### config.mk
export PLATFORM = sky130hd
export DESIGN_NAME = polaris_bus_arbiter_flat
export DESIGN_NICKNAME = d
export VERILOG_FILES = /design/src/rtl/polaris_bus_pkg.sv /design/src/rtl/polaris_bus_arbiter_if.sv /design/src/rtl/polaris_bus_watchdog.sv /design/src/rtl/polaris_bus_arbiter.sv /design/src/flat_wrapper.sv
export SDC_FILE = /design/constraint.sdc
export NUM_CORES = 1
export LEC_CHECK = 0
export ABC_CLOCK_PERIOD_IN_PS = 2000
export BUFFER_PORTS_ARGS = -buffer_cell sky130_fd_sc_hd__clkbuf_2
export CORE_AREA = 2 2 190 192
export DETAILED_ROUTE_END_ITERATION = 6
export DIE_AREA = 0 0 192 194
export GPL_ROUTABILITY_DRIVEN = 0
export GPL_TIMING_DRIVEN = 0
export HOLD_SLACK_MARGIN = 0.12
export SYNTH_ARGS = -nofsm -noshare
export SYNTH_HDL_FRONTEND = slang
export SYNTH_SLANG_ARGS = --single-unit
### constraint.sdc
create_clock -name clk_i -period 2 [get_ports clk_i]
set_clock_uncertainty 0.2 [all_clocks]
set_input_delay 0.1 -clock clk_i [delete_from_list [all_inputs] [get_ports clk_i]]
set_output_delay 0.1 -clock clk_i [all_outputs]
set_load 0.01 [all_outputs]
### src/rtl/polaris_bus_pkg.sv
`default_nettype none
// ============================================================================
//  Module      : polaris_bus_pkg
//  Description : Shared encodings for the Polaris I/D-to-shared-bus arbiter:
//                transfer sizes, FSM states, master identifiers and the
//                default watchdog limit.
//  Revision    : 1.0 - initial release
// ============================================================================
package polaris_bus_pkg;

  typedef logic [1:0] siz_t;

  // Transfer size encodings; SIZ_NONE doubles as "no request" / "bus idle".
  localparam siz_t SIZ_NONE  = 2'b00;
  localparam siz_t SIZ_HALF  = 2'b01;
  localparam siz_t SIZ_WORD  = 2'b10;
  localparam siz_t SIZ_DWORD = 2'b11;

  // Cycles a granted transfer may wait for the slave before it is aborted.
  localparam int TIMEOUT_DEFAULT = 255;

  typedef enum logic [1:0] {
    IDLE = 2'd0,
    IGNT = 2'd1,
    DGNT = 2'd2
  } state_e;

  typedef enum logic {
    MST_I = 1'b0,
    MST_D = 1'b1
  } master_e;

  // A nonzero size field is a request.
  function automatic logic siz_req(input siz_t siz);
    return siz != SIZ_NONE;
  endfunction

endpackage
`default_nettype wire

### src/rtl/polaris_bus_arbiter_if.sv
`default_nettype none
// ============================================================================
//  Module      : polaris_bus_arbiter_if
//  Description : Instruction port, data port and shared-bus signals of the
//                Polaris arbiter. The slave modport is the arbiter's view
//                (it serves the CPU ports); the master modport is the view
//                of the CPU plus the shared-bus slave around it.
//  Revision    : 1.0 - initial release
// ============================================================================
interface polaris_bus_arbiter_if;
  import polaris_bus_pkg::*;

  // Instruction-fetch port
  logic [63:0] iadr_i;
  siz_t        isiz_i;
  logic [31:0] idat_o;
  logic        iack_o;
  logic        ierr_o;

  // Data port
  logic [63:0] dadr_i;
  siz_t        dsiz_i;
  logic        dwe_i;
  logic [63:0] ddat_i;
  logic [63:0] ddat_o;
  logic        dack_o;
  logic        derr_o;

  // Shared bus
  logic [63:0] xadr_o;
  siz_t        xsiz_o;
  logic        xwe_o;
  logic [63:0] xdat_o;
  logic [63:0] xdat_i;
  logic        xack_i;

  modport slave (
    input  iadr_i, isiz_i, dadr_i, dsiz_i, dwe_i, ddat_i, xdat_i, xack_i,
    output idat_o, iack_o, ierr_o, ddat_o, dack_o, derr_o,
           xadr_o, xsiz_o, xwe_o, xdat_o
  );

  modport master (
    output iadr_i, isiz_i, dadr_i, dsiz_i, dwe_i, ddat_i, xdat_i, xack_i,
    input  idat_o, iack_o, ierr_o, ddat_o, dack_o, derr_o,
           xadr_o, xsiz_o, xwe_o, xdat_o
  );

endinterface
`default_nettype wire

### src/rtl/polaris_bus_watchdog.sv
`default_nettype none
// ============================================================================
//  Module      : polaris_bus_watchdog
//  Description : Grant watchdog. Counts cycles a granted transfer has waited
//                and flags expiry once the count equals TIMEOUT.
//  Revision    : 1.0 - initial release
// ============================================================================
module polaris_bus_watchdog
  import polaris_bus_pkg::*;
#(
  parameter int TIMEOUT = TIMEOUT_DEFAULT
) (
  input  logic clk_i,
  input  logic reset_i,
  input  logic clear_i,
  input  logic enable_i,
  output logic expired_o
);

  localparam int CNT_W = (TIMEOUT < 2) ? 1 : $clog2(TIMEOUT + 1);
  localparam logic [CNT_W-1:0] LIMIT = CNT_W'(TIMEOUT);

  logic [CNT_W-1:0] count_d;
  logic [CNT_W-1:0] count_q;

  // Next count: clear wins over increment.
  always_comb begin
    count_d = count_q;
    if (clear_i) begin
      count_d = '0;
    end else if (enable_i) begin
      count_d = count_q + 1'b1;
    end
  end

  // Count register.
  always_ff @(posedge clk_i) begin
    if (reset_i) begin
      count_q <= '0;
    end else begin
      count_q <= count_d;
    end
  end

  assign expired_o = (count_q == LIMIT);

endmodule
`default_nettype wire

### src/rtl/polaris_bus_arbiter.sv
`default_nettype none
// ============================================================================
//  Module      : polaris_bus_arbiter
//  Description : Two-master (instruction fetch / data) arbiter onto a single
//                shared bus. Round-robin on contention, registered bus
//                outputs, same-cycle ack forwarding and a watchdog abort.
//  Revision    : 1.0 - initial release
// ============================================================================
module polaris_bus_arbiter
  import polaris_bus_pkg::*;
#(
  parameter int TIMEOUT = TIMEOUT_DEFAULT
) (
  input  logic                  clk_i,
  input  logic                  reset_i,
  polaris_bus_arbiter_if.slave  bus
);

  state_e      state_d, state_q;
  master_e     last_grant_d, last_grant_q;
  logic [63:0] xadr_d, xadr_q;
  siz_t        xsiz_d, xsiz_q;
  logic        xwe_d, xwe_q;
  logic [63:0] xdat_d, xdat_q;

  logic ireq, dreq;
  logic iack, dack, ierr, derr;
  logic wd_clear, wd_enable, wd_expired;

  assign ireq = siz_req(bus.isiz_i);
  assign dreq = siz_req(bus.dsiz_i);

  polaris_bus_watchdog #(
    .TIMEOUT (TIMEOUT)
  ) u_watchdog (
    .clk_i     (clk_i),
    .reset_i   (reset_i),
    .clear_i   (wd_clear),
    .enable_i  (wd_enable),
    .expired_o (wd_expired)
  );

  // Grant selection, completion/abort detection and bus-register next values.
  always_comb begin
    state_d      = state_q;
    last_grant_d = last_grant_q;
    xadr_d       = xadr_q;
    xsiz_d       = xsiz_q;
    xwe_d        = xwe_q;
    xdat_d       = xdat_q;
    iack         = 1'b0;
    dack         = 1'b0;
    ierr         = 1'b0;
    derr         = 1'b0;
    wd_clear     = 1'b0;
    wd_enable    = 1'b0;

    case (state_q)
      IDLE: begin
        // Holding the counter at zero in IDLE makes every grant start fresh.
        wd_clear = 1'b1;
        // I wins when alone, or on contention when D was granted last.
        if (ireq && (!dreq || (last_grant_q == MST_D))) begin
          state_d      = IGNT;
          last_grant_d = MST_I;
          xadr_d       = bus.iadr_i;
          xsiz_d       = bus.isiz_i;
          xwe_d        = 1'b0;
          xdat_d       = '0;
        end else if (dreq) begin
          state_d      = DGNT;
          last_grant_d = MST_D;
          xadr_d       = bus.dadr_i;
          xsiz_d       = bus.dsiz_i;
          xwe_d        = bus.dwe_i;
          xdat_d       = bus.ddat_i;
        end
      end

      IGNT, DGNT: begin
        // An ack in the expiry cycle still completes the transfer normally.
        if (bus.xack_i) begin
          iack    = (state_q == IGNT);
          dack    = (state_q == DGNT);
          state_d = IDLE;
          xsiz_d  = SIZ_NONE;
        end else if (wd_expired) begin
          ierr    = (state_q == IGNT);
          derr    = (state_q == DGNT);
          state_d = IDLE;
          xsiz_d  = SIZ_NONE;
        end else begin
          wd_enable = 1'b1;
        end
      end

      default: begin
        state_d = IDLE;
        xsiz_d  = SIZ_NONE;
      end
    endcase
  end

  // State, round-robin pointer and registered bus outputs.
  always_ff @(posedge clk_i) begin
    if (reset_i) begin
      state_q      <= IDLE;
      last_grant_q <= MST_D;
      xadr_q       <= '0;
      xsiz_q       <= SIZ_NONE;
      xwe_q        <= 1'b0;
      xdat_q       <= '0;
    end else begin
      state_q      <= state_d;
      last_grant_q <= last_grant_d;
      xadr_q       <= xadr_d;
      xsiz_q       <= xsiz_d;
      xwe_q        <= xwe_d;
      xdat_q       <= xdat_d;
    end
  end

  // Strobes are suppressed under reset so an abandoned transfer reports nothing.
  assign bus.iack_o = iack & ~reset_i;
  assign bus.dack_o = dack & ~reset_i;
  assign bus.ierr_o = ierr & ~reset_i;
  assign bus.derr_o = derr & ~reset_i;
  assign bus.idat_o = bus.xdat_i[31:0];
  assign bus.ddat_o = bus.xdat_i;
  assign bus.xadr_o = xadr_q;
  assign bus.xsiz_o = xsiz_q;
  assign bus.xwe_o  = xwe_q;
  assign bus.xdat_o = xdat_q;

endmodule
`default_nettype wire

### src/flat_wrapper.sv
// flat-port wrapper written by rule: the top's interface ports become plain ports
module polaris_bus_arbiter_flat import polaris_bus_pkg::*;
#(
  parameter int TIMEOUT = TIMEOUT_DEFAULT
)
  (clk_i, reset_i, bus_iadr_i, bus_isiz_i, bus_dadr_i, bus_dsiz_i, bus_dwe_i, bus_ddat_i, bus_xdat_i, bus_xack_i, bus_idat_o, bus_iack_o, bus_ierr_o, bus_ddat_o, bus_dack_o, bus_derr_o, bus_xadr_o, bus_xsiz_o, bus_xwe_o, bus_xdat_o);
  polaris_bus_arbiter_if bus_i ();
  input  logic clk_i;
  input  logic reset_i;
  input wire logic [$bits(bus_i.iadr_i)-1:0] bus_iadr_i;
  input wire logic [$bits(bus_i.isiz_i)-1:0] bus_isiz_i;
  input wire logic [$bits(bus_i.dadr_i)-1:0] bus_dadr_i;
  input wire logic [$bits(bus_i.dsiz_i)-1:0] bus_dsiz_i;
  input wire logic [$bits(bus_i.dwe_i)-1:0] bus_dwe_i;
  input wire logic [$bits(bus_i.ddat_i)-1:0] bus_ddat_i;
  input wire logic [$bits(bus_i.xdat_i)-1:0] bus_xdat_i;
  input wire logic [$bits(bus_i.xack_i)-1:0] bus_xack_i;
  output wire logic [$bits(bus_i.idat_o)-1:0] bus_idat_o;
  output wire logic [$bits(bus_i.iack_o)-1:0] bus_iack_o;
  output wire logic [$bits(bus_i.ierr_o)-1:0] bus_ierr_o;
  output wire logic [$bits(bus_i.ddat_o)-1:0] bus_ddat_o;
  output wire logic [$bits(bus_i.dack_o)-1:0] bus_dack_o;
  output wire logic [$bits(bus_i.derr_o)-1:0] bus_derr_o;
  output wire logic [$bits(bus_i.xadr_o)-1:0] bus_xadr_o;
  output wire logic [$bits(bus_i.xsiz_o)-1:0] bus_xsiz_o;
  output wire logic [$bits(bus_i.xwe_o)-1:0] bus_xwe_o;
  output wire logic [$bits(bus_i.xdat_o)-1:0] bus_xdat_o;
  assign bus_i.iadr_i = bus_iadr_i;
  assign bus_i.isiz_i = bus_isiz_i;
  assign bus_i.dadr_i = bus_dadr_i;
  assign bus_i.dsiz_i = bus_dsiz_i;
  assign bus_i.dwe_i = bus_dwe_i;
  assign bus_i.ddat_i = bus_ddat_i;
  assign bus_i.xdat_i = bus_xdat_i;
  assign bus_i.xack_i = bus_xack_i;
  assign bus_idat_o = bus_i.idat_o;
  assign bus_iack_o = bus_i.iack_o;
  assign bus_ierr_o = bus_i.ierr_o;
  assign bus_ddat_o = bus_i.ddat_o;
  assign bus_dack_o = bus_i.dack_o;
  assign bus_derr_o = bus_i.derr_o;
  assign bus_xadr_o = bus_i.xadr_o;
  assign bus_xsiz_o = bus_i.xsiz_o;
  assign bus_xwe_o = bus_i.xwe_o;
  assign bus_xdat_o = bus_i.xdat_o;
  polaris_bus_arbiter #(.TIMEOUT(TIMEOUT)) u_core (.clk_i(clk_i), .reset_i(reset_i), .bus(bus_i));
endmodule
==> flow_summary.toml, run 1 <==
[status]
outcome = "finished, final reports clean"

[route]
routed.top_layer = "met5"
wire_per_inst_um = 15.7
wl_met3_um = 2390
ant_nets = 0
vias = 7544
route.detailed.drc = 0
dr_wl_met2_um = 14200
routed_wl_um = 28400
viasPerCell = 4.18
firstDrtPassIters = 5
drtIter0Drc = 209
wl_met1_um = 10700

[setup_path]
worstPathArrival_ps = 1600
critical_path.startpoint_type = "flop"
path_cells = "ha_4 > nand3_4 > nor4_4 > and3_1 > buf_2"
critPathMaxFanout = 2
worstReg2RegEnd = "u_core.bus.xsiz_o[1]"
cp_slowest_cell = "dfxtp_2"
end_kind = "output pin"
regToRegStartpoint = "u_core.last_grant_q"
timing.reg2reg.setup_slack_ps = 120
crit_type = "flop to output pin"
cp_slowest_stage_delay_ps = 350
critPathTopFamily = "simple AND/OR/NAND/NOR gates"
rr_worst_depth = 5
cp.buffers_inverters = 1
required_ps = 1700

[sta]
maxSlewViolCount = 0
tightest_slew_ps = 846
setup_violations = 0
fin_crit_ps = 1900
fin_hold_ws_ps = 187
hold_viol_final = 0
finalCritPeriodShare = 0.952
slew_headroom = 0.436
fmaxAchievable_ghz = 0.525

[floorplan]
die_h_um = 194
initial_core_util = 0.184
die-area_um2 = 37200
coreArea_um2 = 35200
die_w_um = 192
io_pins = 495
rows = 69

[grt]
grt-ovfl-total = 0
grtUsageTotal = 0.146
grt_max_degree = 17
grt_first_pass_wirelength_um = 41400
grt_pass1_vias = 7701
antenna_found_initial = 2

[finish]
drive_above_1_share = 0.458
nNetsFinal = 1603
area_growth_syn_to_layout_pct = 86.1
fill_cells = 3510
antenna_cells = 0

[min_path]
hp-class = "input pin to output pin"
min_to = "bus_ddat_o[47]"
hold_depth = 2
min_from = "bus_xdat_i[47]"

[synthesis]
synthArstFlopShare = 0
avgSynthCellArea_um2 = 9.46
yosys_most_used_dff = "dfxtp_1"
synth.area.top_cells = "dfxtp_1 44%, buf_4 12%, mux2i_1 9.9%"
syn_inst = 684
synth_top_cell_area_share = 0.439
ys_types = 44
yosys_register_bits = 142
yosys_warnings = 0
synth_edf_count = 0
seq_area_frac_synth = 0.439
synth_area_um2 = 6470
yosysTopAreaCell = "dfxtp_1"
synth_nets = 952

[cts]
clockBufferDepth = 2
cts_tree = "done"
cts-root-buf = "clkbuf_16"
cts_sinks = 142
cts-buffers-inserted = 17
worstSkewPairLatency_ps = 430
htreeDepth = 4
clk_pin_slew_ps = 60

[pwr]
ir_worst_vdd_uv = 571
total_leakage_power_nw = 5.83
p_per_area_nw_per_um2 = 931
p_total_mw = 11.2

[place]
dp_hpwl_um = 19400
port_buffers = 430

[flow_run]
drv_cap = 0
## worst max path at each step
stage                                             from                      endpoint  slack [ps]  cells past startpoint
after floorplan                      u_core.state_q[0]  u_core.u_watchdog.count_q[5]         150                      6
after global placement               u_core.state_q[0]         u_core.bus.xadr_o[20]        -470                      7
after detailed placement             u_core.state_q[0]         u_core.bus.xadr_o[18]        -500                      7
after CTS                            u_core.state_q[0]         u_core.bus.xdat_o[46]          -2                      8
after global routing                 u_core.state_q[0]         u_core.bus.xadr_o[50]          -2                      8
final                     u_core.u_watchdog.count_q[1]                    bus_derr_o         100                      5
## synthesized netlist by cell type, types with 2 or more instances
cell type	number
dfxtp_1	142
nor2_1	136
buf_4	107
a22oi_1	65
a211oi_1	64
mux2i_1	64
clkbuf_1	21
buf_2	15
a21oi_1	6
nand2_1	6
buf_12	4
ha_1	4
inv_1	4
o21ai_0	4
nand2b_1	3
o32ai_1	3
or3_1	3
xor2_1	3
and3_1	2
nand3_1	2
nor2b_1	2
o211ai_1	2
## per-layer routing
layer,vias to the layer above,global-route usage
met5,-,0
met4,4,0.0758
met3,72,0.0434
met2,408,0.262
met1,3445,0.153
li1,3615,-
## logic make-up after synthesis
logic type | count (synthesis) | share of synthesized area
simple gates | 166 | 0.108
compound gates | 152 | 0.175
buf+inv | 152 | 0.165
flops | 142 | 0.439
mux | 64 | 0.0990
xor+xnor | 4 | 0.00541
fa+ha+maj | 4 | 0.00773
## registers in the layout, indices dropped and copies added, names as in the netlist
register	flops
u_core.bus.xwe_o	1
u_core.state_q	2
u_core.bus.xsiz_o	2
u_core.u_watchdog.count_q	8
u_core.bus.xadr_o	64
u_core.bus.xdat_o	64
u_core.last_grant_q	1
## worst register-to-register path, delay by kind of cell, from the launching register on
kind	cells	cell delay [ps]
flip-flops	1	290
buffers and inverters	2	740
AO/OA/AOI/OAI	3	560
## placed cells by master, fill, tap and decap left out, types with 3 or more instances in the layout
cell           count
a21oi_1            6
clkbuf_1          16
a211oi_2           5
inv_1              4
dfxtp_1          140
a22oi_1           65
or3_1              3
xor2_1             3
buf_4            115
nand2_1            6
nand2b_1           3
a211oi_1          59
clkbuf_16         17
buf_12             5
nor2_1           135
mux2i_1           63
o32ai_1            3
buf_2             10
bufinv_16          6
dlygate4sd3_1    198
o21ai_0            4
clkbuf_2         431
## power by group
part	switching [mW]	total, mW	internal, mW
clock	1.25	3.64	2.39
combinational	2.17	3.96	1.79
sequential	0.273	3.60	3.33
## timing repair
item                                   in CTS  in global routing
hold buffers                              198                  0
endpoints found under the hold margin     141                  0
setup endpoints to repair                 111                110
buffers inserted                            3                  1
gates cloned                                0                  0
gates resized for setup                    28                 15
pin swaps                                   3                  5
## stage by stage
stage          std cells  TNS (ps)   util  cell area, um^2  setup WS (ps)
2_1_floorplan        684         0      -             6470            152
3_3_place_gp        1575    -23490  0.261             9200           -466
3_5_place_dp        1575    -24300  0.261             9200           -495
4_1_cts             1805     -2.49  0.340            12000          -2.49
5_1_grt             1806     -3.16  0.342            12000          -1.75
6_report            1806         0  0.342            12000           95.1
## final cells by class
class | instances | area (um^2) | area share
clock inverters | 10 | 211 | 0.0176
multi-input cells | 390 | 2670 | 0.222
clock buffers | 19 | 453 | 0.0376
plain buffers | 148 | 1100 | 0.0914
inverters | 4 | 15.0 | 0.00125
repair buffers | 632 | 4160 | 0.346
well taps | 461 | 577 | 0.0479
flip-flops and latches | 142 | 2850 | 0.236
(Power assumes the default switching activity.)
==> run 2, diff against run 1 <==
--- a/config.mk
+++ b/config.mk
@@ -5,13 +5,13 @@
 export SDC_FILE = /design/constraint.sdc
 export NUM_CORES = 1
 export LEC_CHECK = 0
+export ABC_AREA = 1
 export ABC_CLOCK_PERIOD_IN_PS = 2000
 export BUFFER_PORTS_ARGS = -buffer_cell sky130_fd_sc_hd__clkbuf_2
-export CORE_AREA = 2 2 190 192
+export CORE_AREA = 2 2 195 197
 export DETAILED_ROUTE_END_ITERATION = 6
-export DIE_AREA = 0 0 192 194
+export DIE_AREA = 0 0 197 199
 export GPL_ROUTABILITY_DRIVEN = 0
-export GPL_TIMING_DRIVEN = 0
 export HOLD_SLACK_MARGIN = 0.12
 export SYNTH_ARGS = -nofsm -noshare
 export SYNTH_HDL_FRONTEND = slang
==> run 2 against run 1 <==
Effect of this change:
- the run now ends with negative setup slack left
- synthesized cell count grew 55%
- largest power group unchanged
- final area increased by 1.4%
- worst setup slack worse by 110 ps
- cell count rose by 12%
- sequential share of layout area decreased by 0.26 points
- clock power down 4%
- sequential power increased by 5%
- hold slack lost 120 ps
- critical path depth increased by 7
- via count grew 15%
==> flow_summary.toml, run 2 <==
[pwr]
cell_internal_pwr_mw = 7.75
pwr-share-clk = 0.281
switching_share = 0.374
ir_worst_vdd_uv = 566
p_per_area_nw_per_um2 = 1010
p_total_mw = 12.4
share_seq_of_total_power = 0.304
combPwrFrac = 0.414
p_sw_mw = 4.63
total_leakage_power_nw = 6.09

[grt]
grt_max_degree = 91
grt_pass1_vias = 8310
antenna_found_initial = 1
grt_first_pass_wirelength_um = 42000
grtUsageTotal = 0.136
grt-ovfl-total = 0

[finish]
fill_cells = 3750
final_common_cell = "clkbuf_2"
antenna_cells = 0
final_cell_mix = "328 x clkbuf_2, 261 x dlygate4sd3_1, 219 x nand2_1, 204 x nand3_1, 139 x nor2_1"
area_growth_syn_to_layout_pct = 70.5
fin_cells = 2030
nNetsFinal = 1813
drive_above_1_share = 0.276

[cts]
worstSkewPairLatency_ps = 440
cts_tree = "done"
htreeDepth = 4
clk_pin_slew_ps = 60
cts-root-buf = "clkbuf_16"
cts_sinks = 142
cts-buffers-inserted = 17
clockBufferDepth = 2

[setup_path]
cp_slowest_stage_delay_ps = 580
path_cells = "clkbuf_2 > dlygate4sd3_1 > nor2_2 > nand2_1 > nand2_4 > inv_6 > buf_16 > nor2_2 > nor2_1 > nand2_1 > inv_1 > dlygate4sd3_1"
rr_worst_depth = 9
cp_slowest_cell = "dlygate4sd3_1"
critical_path.startpoint_type = "input pin"
end_kind = "flop"
worstPathArrival_ps = 2140
crit_type = "input pin to flop"
required_ps = 2120
critPathMaxFanout = 15

[synthesis]
ys_types = 21
synthArstFlopShare = 0
synth.top_cells.by_count = "221 x nand2_1, 204 x nand3_1, 143 x nor2_1, 142 x dfxtp_1, 103 x buf_4"
yosys_most_used_dff = "dfxtp_1"
yosys_warnings = 0
synth_most_common_cell = "nand2_1"
synth_top_cell_area_share = 0.397
synth_nets = 1328
seq_area_frac_synth = 0.397
yosys_register_bits = 142
syn_inst = 1060
avgSynthCellArea_um2 = 6.75
synth_area_um2 = 7160
synth.area.top_cells = "dfxtp_1 40%, nand3_1 14%, nand2_1 12%"
synth_edf_count = 0
yosysTopAreaCell = "dfxtp_1"

[route]
viasPerCell = 4.29
wire_per_inst_um = 14.5
drtIter0Drc = 500
route.detailed.drc = 0
firstDrtPassIters = 5
ant_nets = 0
routed_wl_um = 29500
vias = 8709

[sta]
setup_violations = 1
fin_crit_ps = 2010
finalCritPeriodShare = 1.01
slew_headroom = 0.684
worst_slack_ps = -12.4
tightest_slew_ps = 474
fmaxAchievable_ghz = 0.497
hold_viol_final = 0
rsz0062_at_grt = "yes"
maxSlewViolCount = 0

[status]
violations = "negative setup slack"
outcome = "finished, violations left"

[floorplan]
initial_core_util = 0.193
rows = 71
coreArea_um2 = 37100
die_w_um = 197
io_pins = 495
die-area_um2 = 39200
die_h_um = 199

[min_path]
hold_depth = 5
hp-class = "input pin to flop"

[flow_run]
drv_cap = 0

[place]
port_buffers = 334
dp_hpwl_um = 16800
placedCellCount = 1721
place_ws_ps = 224
-- run 2: changes by cell type in the layout (fill, tap and decap cells not counted), sizes merged, moves of 9 or more --
cell / before / now
inv: 5 / 85
dlygate4sd3: 198 / 261
buf: 133 / 40
nand2: 6 / 226
a211oi: 65 / 0
nand3: 2 / 204
a22oi: 65 / 0
nor2: 137 / 146
mux2i: 64 / 0
clkbuf: 468 / 351
a21oi: 6 / 73
-- run 2: final timing paths --
check	startpoint	end	slack, ps
worst max-delay path	bus_isiz_i[0]	u_core.bus.xadr_o[19]	-10
worst min-delay path	bus_dsiz_i[1]	u_core.bus.xsiz_o[1]	70
worst max register to register	u_core.state_q[1]	u_core.bus.xadr_o[17]	60
worst min register to register	u_core.u_watchdog.count_q[4]	u_core.u_watchdog.count_q[4]	260
-- run 2: per-layer routing --
layer / vias to the layer above / wire (um) / track usage / share of wire
met2: 545 / 14100 / 0.236 / 0.48
met3: 83 / 2620 / 0.0512 / 0.089
met5: - / 13 / 0 / 0.00044
li1: 4229 / - / - / -
met4: 2 / 1080 / 0.0679 / 0.037
met1: 3850 / 11700 / 0.145 / 0.40
-- run 2: metrics by stage --
step	utilization	instance area (um^2)	setup TNS [ps]	hold WS [ps]
floorplan	-	7160	0	60.1
global placement	0.233	8650	0	0.0686
detailed placement	0.233	8650	0	0.0686
CTS	0.323	12000	-126	81.8
global route	0.329	12200	-262	132
finish	0.329	12200	-12.4	65.9
-- run 2: area by class of cell --
class	instances	area [um^2]	area share
repair buffers	634	4770	0.391
multi-input cells	666	3040	0.249
flip-flops and latches	142	2850	0.234
well taps	474	593	0.0486
clock buffers	20	467	0.0382
inverters	84	320	0.0262
clock inverters	10	161	0.0132
-- run 2: timing repair --
action                     in CTS  in global routing
hold endpoints to repair      237                  3
gates resized for setup        13                 21
buffers inserted                7                  8
setup endpoints to repair       2                 15
cloned                          0                  3
pin swaps                       4                 11
hold buffers                  263                  3
-- run 2: worst max-delay path: cells and delay by family --
kind | cells | cell delay, ps
buffers and inverters | 6 | 1450
and+or+nand+nor | 6 | 590
-- run 2: cell families after synthesis --
logic type	synth area share
fa+ha+maj	0.00699
flops	0.397
buf+inv	0.192
simple gates	0.348
compound gates	0.0558
-- run 2: power by group through the flow --
| stage | Sequential (mW) | Clock, mW | Combinational, mW |
|---|---|---|---|
| after floorplan | 4.03 | 0 | 2.53 |
| after global placement | 3.80 | 0 | 4.07 |
| after detailed placement | 3.81 | 0 | 4.12 |
| after CTS | 3.76 | 3.63 | 4.77 |
| after global routing | 3.83 | 3.73 | 5.62 |
| final | 3.77 | 3.48 | 5.13 |
